==> src/rtl/pc_sequencer_pkg.sv <==
// Shared definitions for the next-PC sequencer: widths, reset PC, FSM states
// and the branch-offset sign extension.
package pc_sequencer_pkg;

    localparam int unsigned        PC_WIDTH         = 30;
    localparam int unsigned        IMM_WIDTH        = 16;
    localparam int unsigned        JT_WIDTH         = 26;
    localparam logic [PC_WIDTH-1:0] RESET_PC_DEFAULT = 30'h00400020;

    typedef enum logic [1:0] {
        IDLE   = 2'd0,
        INCR   = 2'd1,
        BRANCH = 2'd2,
        UPDATE = 2'd3
    } state_t;

    // Signed word offset widened to PC width.
    function automatic logic [PC_WIDTH-1:0] sext_imm(input logic [IMM_WIDTH-1:0] imm);
        return {{(PC_WIDTH - IMM_WIDTH){imm[IMM_WIDTH-1]}}, imm};
    endfunction

endpackage

==> src/rtl/pc_sequencer_if.sv <==
// Step-request / PC-output bundle between decode and the sequencer.
interface pc_sequencer_if;
    import pc_sequencer_pkg::*;

    logic                  step_valid;
    logic                  step_ready;
    logic                  br_taken;
    logic [IMM_WIDTH-1:0]  br_imm;
    logic                  jmp;
    logic [JT_WIDTH-1:0]   jmp_target;
    logic [PC_WIDTH-1:0]   pc;
    logic                  pc_valid;

    // Decode side: issues steps, observes the PC.
    modport master (
        output step_valid, br_taken, br_imm, jmp, jmp_target,
        input  step_ready, pc, pc_valid
    );

    // Sequencer side.
    modport slave (
        input  step_valid, br_taken, br_imm, jmp, jmp_target,
        output step_ready, pc, pc_valid
    );

endinterface

==> src/rtl/full_adder_30.sv <==
// 30-bit adder with carry-in; carry-out is dropped so sums wrap mod 2^30.
module full_adder_30 (
    input  logic [29:0] A,
    input  logic [29:0] B,
    input  logic        c,
    output logic [29:0] out
);

    assign out = A + B + {29'b0, c};

endmodule

==> src/rtl/pc_sequencer.sv <==
// Multi-cycle next-PC controller. One shared adder computes PC+1 and then,
// for taken branches, PC+1+sext(imm). Jumps bypass the adder entirely.
module pc_sequencer
    import pc_sequencer_pkg::*;
#(
    parameter int unsigned          PC_W     = PC_WIDTH,
    parameter int unsigned          IMM_W    = IMM_WIDTH,
    parameter int unsigned          JT_W     = JT_WIDTH,
    parameter logic [PC_WIDTH-1:0]  RESET_PC = RESET_PC_DEFAULT
) (
    input logic           clk,
    input logic           rst,
    pc_sequencer_if.slave bus
);

    state_t            state_q;
    logic [PC_W-1:0]   pc_q;
    logic [PC_W-1:0]   pc1_q;
    logic [PC_W-1:0]   next_q;
    logic              br_taken_q;
    logic [IMM_W-1:0]  br_imm_q;
    logic              pc_valid_q;
    logic              ready_q;

    logic [PC_W-1:0]   add_a_d;
    logic [PC_W-1:0]   add_b_d;
    logic              add_c_d;
    logic [PC_W-1:0]   add_sum;

    // Adder operand select: PC+1 in INCR, PC1+offset in BRANCH, idle otherwise.
    always_comb begin
        add_a_d = pc_q;
        add_b_d = '0;
        add_c_d = 1'b0;
        case (state_q)
            INCR: begin
                add_c_d = 1'b1;
            end
            BRANCH: begin
                add_a_d = pc1_q;
                add_b_d = sext_imm(br_imm_q);
            end
            default: ;
        endcase
    end

    full_adder_30 u_adder (
        .A   (add_a_d),
        .B   (add_b_d),
        .c   (add_c_d),
        .out (add_sum)
    );

    // Step FSM with registered handshake and PC outputs.
    always_ff @(posedge clk or posedge rst) begin
        if (rst) begin
            state_q    <= IDLE;
            pc_q       <= RESET_PC;
            pc1_q      <= '0;
            next_q     <= '0;
            br_taken_q <= 1'b0;
            br_imm_q   <= '0;
            pc_valid_q <= 1'b0;
            ready_q    <= 1'b1;
        end else begin
            pc_valid_q <= 1'b0;
            case (state_q)
                IDLE: begin
                    if (bus.step_valid && ready_q) begin
                        ready_q    <= 1'b0;
                        br_taken_q <= bus.br_taken;
                        br_imm_q   <= bus.br_imm;
                        if (bus.jmp) begin
                            next_q  <= {pc_q[PC_W-1:JT_W], bus.jmp_target};
                            state_q <= UPDATE;
                        end else begin
                            state_q <= INCR;
                        end
                    end
                end
                INCR: begin
                    pc1_q <= add_sum;
                    if (br_taken_q) begin
                        state_q <= BRANCH;
                    end else begin
                        next_q  <= add_sum;
                        state_q <= UPDATE;
                    end
                end
                BRANCH: begin
                    next_q  <= add_sum;
                    state_q <= UPDATE;
                end
                UPDATE: begin
                    pc_q       <= next_q;
                    pc_valid_q <= 1'b1;
                    ready_q    <= 1'b1;
                    state_q    <= IDLE;
                end
                default: state_q <= IDLE;
            endcase
        end
    end

    assign bus.step_ready = ready_q;
    assign bus.pc         = pc_q;
    assign bus.pc_valid   = pc_valid_q;

endmodule

==> src/flat_wrapper.sv <==
// flat-port wrapper written by rule: the top's interface ports become plain ports
module pc_sequencer_flat import pc_sequencer_pkg::*;
#(
    parameter int unsigned          PC_W     = PC_WIDTH,
    parameter int unsigned          IMM_W    = IMM_WIDTH,
    parameter int unsigned          JT_W     = JT_WIDTH,
    parameter logic [PC_WIDTH-1:0]  RESET_PC = RESET_PC_DEFAULT
)
  (clk, rst, bus_step_valid, bus_br_taken, bus_br_imm, bus_jmp, bus_jmp_target, bus_step_ready, bus_pc, bus_pc_valid);
  pc_sequencer_if bus_i ();
  input logic clk;
  input logic rst;
  input wire logic [$bits(bus_i.step_valid)-1:0] bus_step_valid;
  input wire logic [$bits(bus_i.br_taken)-1:0] bus_br_taken;
  input wire logic [$bits(bus_i.br_imm)-1:0] bus_br_imm;
  input wire logic [$bits(bus_i.jmp)-1:0] bus_jmp;
  input wire logic [$bits(bus_i.jmp_target)-1:0] bus_jmp_target;
  output wire logic [$bits(bus_i.step_ready)-1:0] bus_step_ready;
  output wire logic [$bits(bus_i.pc)-1:0] bus_pc;
  output wire logic [$bits(bus_i.pc_valid)-1:0] bus_pc_valid;
  assign bus_i.step_valid = bus_step_valid;
  assign bus_i.br_taken = bus_br_taken;
  assign bus_i.br_imm = bus_br_imm;
  assign bus_i.jmp = bus_jmp;
  assign bus_i.jmp_target = bus_jmp_target;
  assign bus_step_ready = bus_i.step_ready;
  assign bus_pc = bus_i.pc;
  assign bus_pc_valid = bus_i.pc_valid;
  pc_sequencer #(.PC_W(PC_W), .IMM_W(IMM_W), .JT_W(JT_W), .RESET_PC(RESET_PC)) u_core (.clk(clk), .rst(rst), .bus(bus_i));
endmodule
==> config.mk <==
export PLATFORM = sky130hd
export DESIGN_NAME = pc_sequencer_flat
export DESIGN_NICKNAME = d
export VERILOG_FILES = /design/src/rtl/pc_sequencer_pkg.sv /design/src/rtl/pc_sequencer_if.sv /design/src/rtl/full_adder_30.sv /design/src/rtl/pc_sequencer.sv /design/src/flat_wrapper.sv
export SDC_FILE = /design/constraint.sdc
export NUM_CORES = 1
export LEC_CHECK = 0
export BUFFER_PORTS_ARGS = -buffer_cell sky130_fd_sc_hd__buf_2
export CORE_MARGIN = 2
export CORE_UTILIZATION = 40
export DETAILED_ROUTE_END_ITERATION = 16
export GPL_TIMING_DRIVEN = 0
export PLACE_DENSITY = 0.67
export SLEW_MARGIN = 20
export SYNTH_ARGS = -nofsm -noshare
export SYNTH_HDL_FRONTEND = slang
export SYNTH_HIERARCHICAL = 1
export SYNTH_SLANG_ARGS = --single-unit
==> constraint.sdc <==
create_clock -name clk -period 4.3 [get_ports clk]
set_clock_uncertainty 0.1 [all_clocks]
set_input_delay 0.43 -clock clk [delete_from_list [all_inputs] [get_ports clk]]
set_output_delay 0.43 -clock clk [all_outputs]
set_load 0.01 [all_outputs]
# Yosys cells after proc, flatten, opt, wreduce, memory -nomap -nowiden
# Index checks and enable logic that the tools add are counted.
[totals]
regBits = 111
latchBits = 0
ramBits = 0
rom_bits = 0
mem_count = 0
[classes]
n_eq_ne = 6
n_bitwise = 0
div = 0
addsub = 2
n_lt_le_gt_ge = 0
n_reduce_logical = 7
muxes = 14
multipliers = 0
n_shift = 0
[op_table]
columns = ["operator", "count"]
rows = [
  ["$mux 30", 5],
  ["$pmux 30 s3", 1],
  ["$add 30x1->30", 1],
  ["$add 30x30->30", 1],
  ["$pmux 2 s4", 1],
  ["$eq 2x2->1 const B", 2],
  ["$mux 1", 4],
  ["$mux 2", 2],
  ["$ne 2x2->1 const B", 2],
  ["$reduce_and 2->1", 2],
  ["$reduce_and 4->1", 1],
  ["$reduce_bool 3->1", 1],
  ["$eq 2x1->1 const B", 1],
  ["$logic_not 2->1", 1],
  ["$ne 2x1->1 const B", 1],
  ["$pmux 1 s2", 1],
  ["$reduce_bool 2->1", 1],
  ["$logic_and 1x1->1", 1],
]

# Logic depth before layout (Yosys ltp)
[depth]
depth_word = 6
depth_mapped = 16
ltp_nobuf = 14

# Hierarchy
# Netlist, hierarchy kept.
[by_module_without_submodules]
columns = ["module", "instances", "area_each_um2", "cells_each"]
rows = [
  ["pc_sequencer", 1, 5086.1, 338],
  ["full_adder_30", 1, 1612.8, 222],
]

# Worst setup path after synthesis
# No wires, ideal clock.
[synth_timing]
path_kind = "register to register"
from = "register u_core.state_q[0]"
to = "register u_core.next_q[22]"
n_path_buf = 1
setup_time_ns = 0.125
stages_incl_launch_ff = 16
setup_slack_ns = 0.171
required_time_ns = 4.075
arrival_time_ns = 3.905
cell_sequence = "dfrtp_1 inv_1 ha_1 clkbuf_1 mux2_2 fa_1 fa_1 a211oi_1 o21ai_1 nand2_1 o211ai_2 a221oi_2 a21oi_1 xor2_1 mux2_2 mux2_2"
[synth_via]
elab_chain_cells = 6
[synth_rtl]
columns = ["element", "line", "rtl"]
rows = [
  ["start, declared", "pc_sequencer.sv:16", "state_t state_q;"],
  ["start signal, assigned", "pc_sequencer.sv:57", "state_q <= IDLE;"],
  ["start signal, assigned", "pc_sequencer.sv:75", "state_q <= UPDATE;"],
  ["start signal, assigned", "pc_sequencer.sv:77", "state_q <= INCR;"],
  ["$eq 2x2->1 *", "pc_sequencer.sv:35", "case (state_q)"],
  ["$mux 30 *", "pc_sequencer.sv:35", ""],
  ["named net u_core.add_a_d[0]", "pc_sequencer.sv:25", "logic [PC_W-1:0] add_a_d;"],
  ["$add 30x30->30 *", "full_adder_30.sv:9", "assign out = A + B + {29'b0, c};"],
  ["$add 30x1->30 *", "full_adder_30.sv:9", ""],
  ["named net u_core.add_sum[22]", "pc_sequencer.sv:28", "logic [PC_W-1:0] add_sum;"],
  ["$mux 30", "pc_sequencer.sv:83", "if (br_taken_q) begin"],
  ["$pmux 30 s3 *", "pc_sequencer.sv:67", "case (state_q)"],
  ["end signal, assigned", "pc_sequencer.sv:74", "next_q <= {pc_q[PC_W-1:JT_W], bus.jmp_target};"],
  ["end signal, assigned", "pc_sequencer.sv:86", "next_q <= add_sum;"],
  ["end signal, assigned", "pc_sequencer.sv:91", "next_q <= add_sum;"],
  ["end, declared", "pc_sequencer.sv:19", "logic [PC_W-1:0] next_q;"],
]
# Mark *: on every way through the listed nets, which the timed path passes. The rest lies on a longest branch. The select of a mux whose other input is x is not followed.
# A chain may end at the register's enable or synchronous reset.

# Worst setup path in the final report
[layout_timing]
from = "register u_core.state_q[0]"
to = "register u_core.next_q[22]"
[layout_via]
elab_chain_cells = 6
[layout_rtl]
columns = ["element", "line", "rtl"]
rows = [
  ["$eq 2x2->1 *", "pc_sequencer.sv:35", ""],
  ["$mux 30 *", "pc_sequencer.sv:35", ""],
  ["named net u_core.add_b_d[0]", "pc_sequencer.sv:26", "logic [PC_W-1:0] add_b_d;"],
  ["$add 30x30->30 *", "full_adder_30.sv:9", ""],
  ["$add 30x1->30 *", "full_adder_30.sv:9", ""],
  ["named net u_core.add_sum[22]", "pc_sequencer.sv:28", ""],
  ["$mux 30", "pc_sequencer.sv:83", ""],
  ["$pmux 30 s3 *", "pc_sequencer.sv:67", ""],
]
# Marked as above.

==> results.cfg <==
[drt]
drt-wirelength-per-cell_um = 17.2
viasPerCell = 5.35
route.detailed.drc = 0
routed_wl_um = 15100
drtAntennaViolNets = 0
drtIter0Drc = 205
firstDrtPassIters = 4
vias = 4698

[floorplanning]
die_width_um = 133
core_um2 = 16500
fp.dieH_um = 133
start_util_pct = 40.7
dieArea_um2 = 17800
rows = 47
pin_count = 79

[finish]
synthToLayoutAreaGrowth_pct = 16.5
diodes = 0
fin_cells = 878
final_cell_area_um2 = 7810
utilization_pct = 47.4
final_nets = 738
drive_above_1_share_pct = 46.2

[synth]
synth_area_per_cell_um2 = 12.0
ys_ff_latch = 111
yosys_warnings = 6
synth_edf_count = 0
synth-compound-area-share_pct = 9.11
synthAdderAreaFrac_pct = 7.32
syn_nets = 645
synth_top_family_by_area = multiplexers
synth_xor_xnor_area_share_pct = 3.66
synthFlopType = dfrtp_1
synth_simple_gate_area_share_pct = 6.97
synthArstFlopShare_pct = 100
synth_area_um2 = 6700
seq_area_frac_synth_pct = 41.5
postSynthCellCount = 560
ys_types = 54
synth_mux_area_share_pct = 28.7

[worst_setup_path]
critPathLaunchType = flop
cp.required_ps = 4450
crit_type = flop to flop
critPathArrivalTime_ps = 4240
cp_max_fo = 10
crit_path_end_kind = flop

[clock_network]
root_buffer = clkbuf_16
numCtsBuffers = 9
cts_tree = done
clockBufferDepth = 2
cts.clk_slew.worst_paths_ps = 80
insertion_delay_ps = 360
clock-sinks = 111
htreeDepth = 3

[sta]
fin_crit_sh_pct = 95.2
relSlewSlack_pct = 47.4
rsz0062_at_grt = false
setup_viol = 0
worst_slack_ps = 207
tightest_slew_ps = 789
hold_violations = 0
fmax_mhz = 244
period_minus_slack_ps = 4090
drv_slew = 0

[place]
pre_cts_slack_ps = -589
place_hpwl_um = 11300
dp.cells = 859
post_dp_cell_area_um2 = 7400
place.gp.congestion = 0.891
portBuffers = 78

[status]
status = finished, final reports clean

[global_routing]
antenna_found_initial = 0
track_usage_pct = 17.8
grt-ovfl-total = 0
first_global_vias = 4981
grt_max_degree = 72
grt_pass1_wl_um = 25100

[pwr]
peakVddDrop_mv = 0.475
power_density_nw_per_um2 = 984
power_leakage_nw = 3.56
total_power_mw = 7.68

[min_path]
hold_path_class = primary input to flop

[job]
cap_violations = 0
stage by stage:
stage	hold slack, ps	TNS [ps]
2_1_floorplan	352	0
3_3_place_gp	361	-42030
3_5_place_dp	373	-6240
4_1_cts	188	0
5_1_grt	184	0
6_report	200	0
state kept, by name, summed over array words and instances (netlist names):
register / count
u_core/next_q: 30
u_core/bus.step_ready: 1
u_core/state_q: 2
u_core/bus.pc_valid: 1
u_core/br_imm_q: 16
u_core/bus.pc: 30
u_core/br_taken_q: 1
u_core/pc1_q: 30
layout make-up:
cell class | instances | area, µm²
Sequential cell | 111 | 2780
Tap cell | 220 | 275
Timing Repair Buffer | 83 | 450
Multi-Input combinational cell | 415 | 3790
Buffer | 26 | 159
Inverter | 7 | 31.3
Clock inverter | 5 | 65.1
Clock buffer | 11 | 253
Fill cell | 1567 | 8660
worst paths after layout:
path	from	end	slack, ps	depth (start not counted)
max	u_core/state_q[0]	u_core/next_q[22]	210	15
min	bus_br_imm[7]	u_core/br_imm_q[7]	200	2
max reg2reg	u_core/state_q[0]	u_core/next_q[22]	210	15
min reg2reg	u_core/next_q[7]	u_core/next_q[7]	400	1
max in group asynchronous	rst	u_core/bus.pc[22]	2850	4
min in group asynchronous	rst	u_core/next_q[0]	520	3
cell usage after synthesis (all sizes together) (2+ instances only):
master	number	area [µm²]
a211oi	4	30.0
a21boi	4	33.8
a21o	15	114
a21oi	29	149
a221oi	4	58.8
a31oi	5	31.3
and2	17	106
and3	4	26.3
buf	16	114
clkbuf	11	43.8
dfrtp	108	2700
dfstp	3	78.8
fa	2	40.0
ha	36	450
inv	7	26.3
mux2	167	1880
mux2i	4	40.0
nand2	20	75.1
nand2b	2	12.5
nand3	11	65.1
nand4	7	43.8
nor2	15	56.3
nor2b	4	25.0
nor3	3	15.0
o21ai	18	90.1
o31ai	2	15.0
xnor2	15	131
xor2	13	114
what timing repair did:
action                                 4_1_cts  5_1_grt
buffers inserted                             1        2
endpoints found under the hold margin       38        0
pin swaps                                    1        2
hold buffers                                 1        0
gates cloned                                 0        0
gates resized for setup                      9       11
setup endpoints to repair                   29       10
worst max-delay path, cell delays in order, from the launching register on:
cell	delay, ps
dfrtp_2	440
inv_2	90
ha_1	220
buf_2	210
and2_1	210
fa_1	440
fa_2	410
a211oi_4	250
o21ai_2	130
nand2_1	110
o211ai_2	160
a221oi_4	340
a21oi_1	130
xor2_1	190
mux2_2	270
mux2_2	260
cell families after synthesis:
family	after synthesis
AOI/OAI and AO/OA	90
xor gates and xnor gates	28
adders and majority gates	38
buffers and inverters	34
DFF	111
muxes	171
and+or+nand+nor	88
power by group:
group	leakage, nW	switching, mW	internal, mW
combinational	2.08	2.39	2.46
clock	0.156	0.394	0.489
sequential	1.32	0.319	1.62
per-layer routing:
| layer | GRT usage, % | part of all wire, % |
|---|---|---|
| met5 | 0 | 0 |
| met4 | 5.91 | 2.1 |
| met3 | 4.95 | 4.6 |
| met2 | 30.0 | 49 |
| met1 | 22.1 | 45 |
cell usage in the layout (no fill, tap or decap), drive strengths merged, types with 2 or more instances in the layout:
master and instances:
nand3 11, nor2b 4, o31ai 2, a21oi 29
and2 17, ha 36, dfrtp 108, inv 8
mux2 167, fa 2, and3 4, nand2b 2
nand4 7, mux2i 4, a211oi 4, xor2 13
a21boi 4, dfstp 3, nor2 15, clkbuf 21
a221oi 4, nand2 20, buf 98, o21ai 18
xnor2 15, nor3 3, a21o 15, clkinv 3
a31oi 5
No activity file was read; power rests on OpenSTA's default activity.
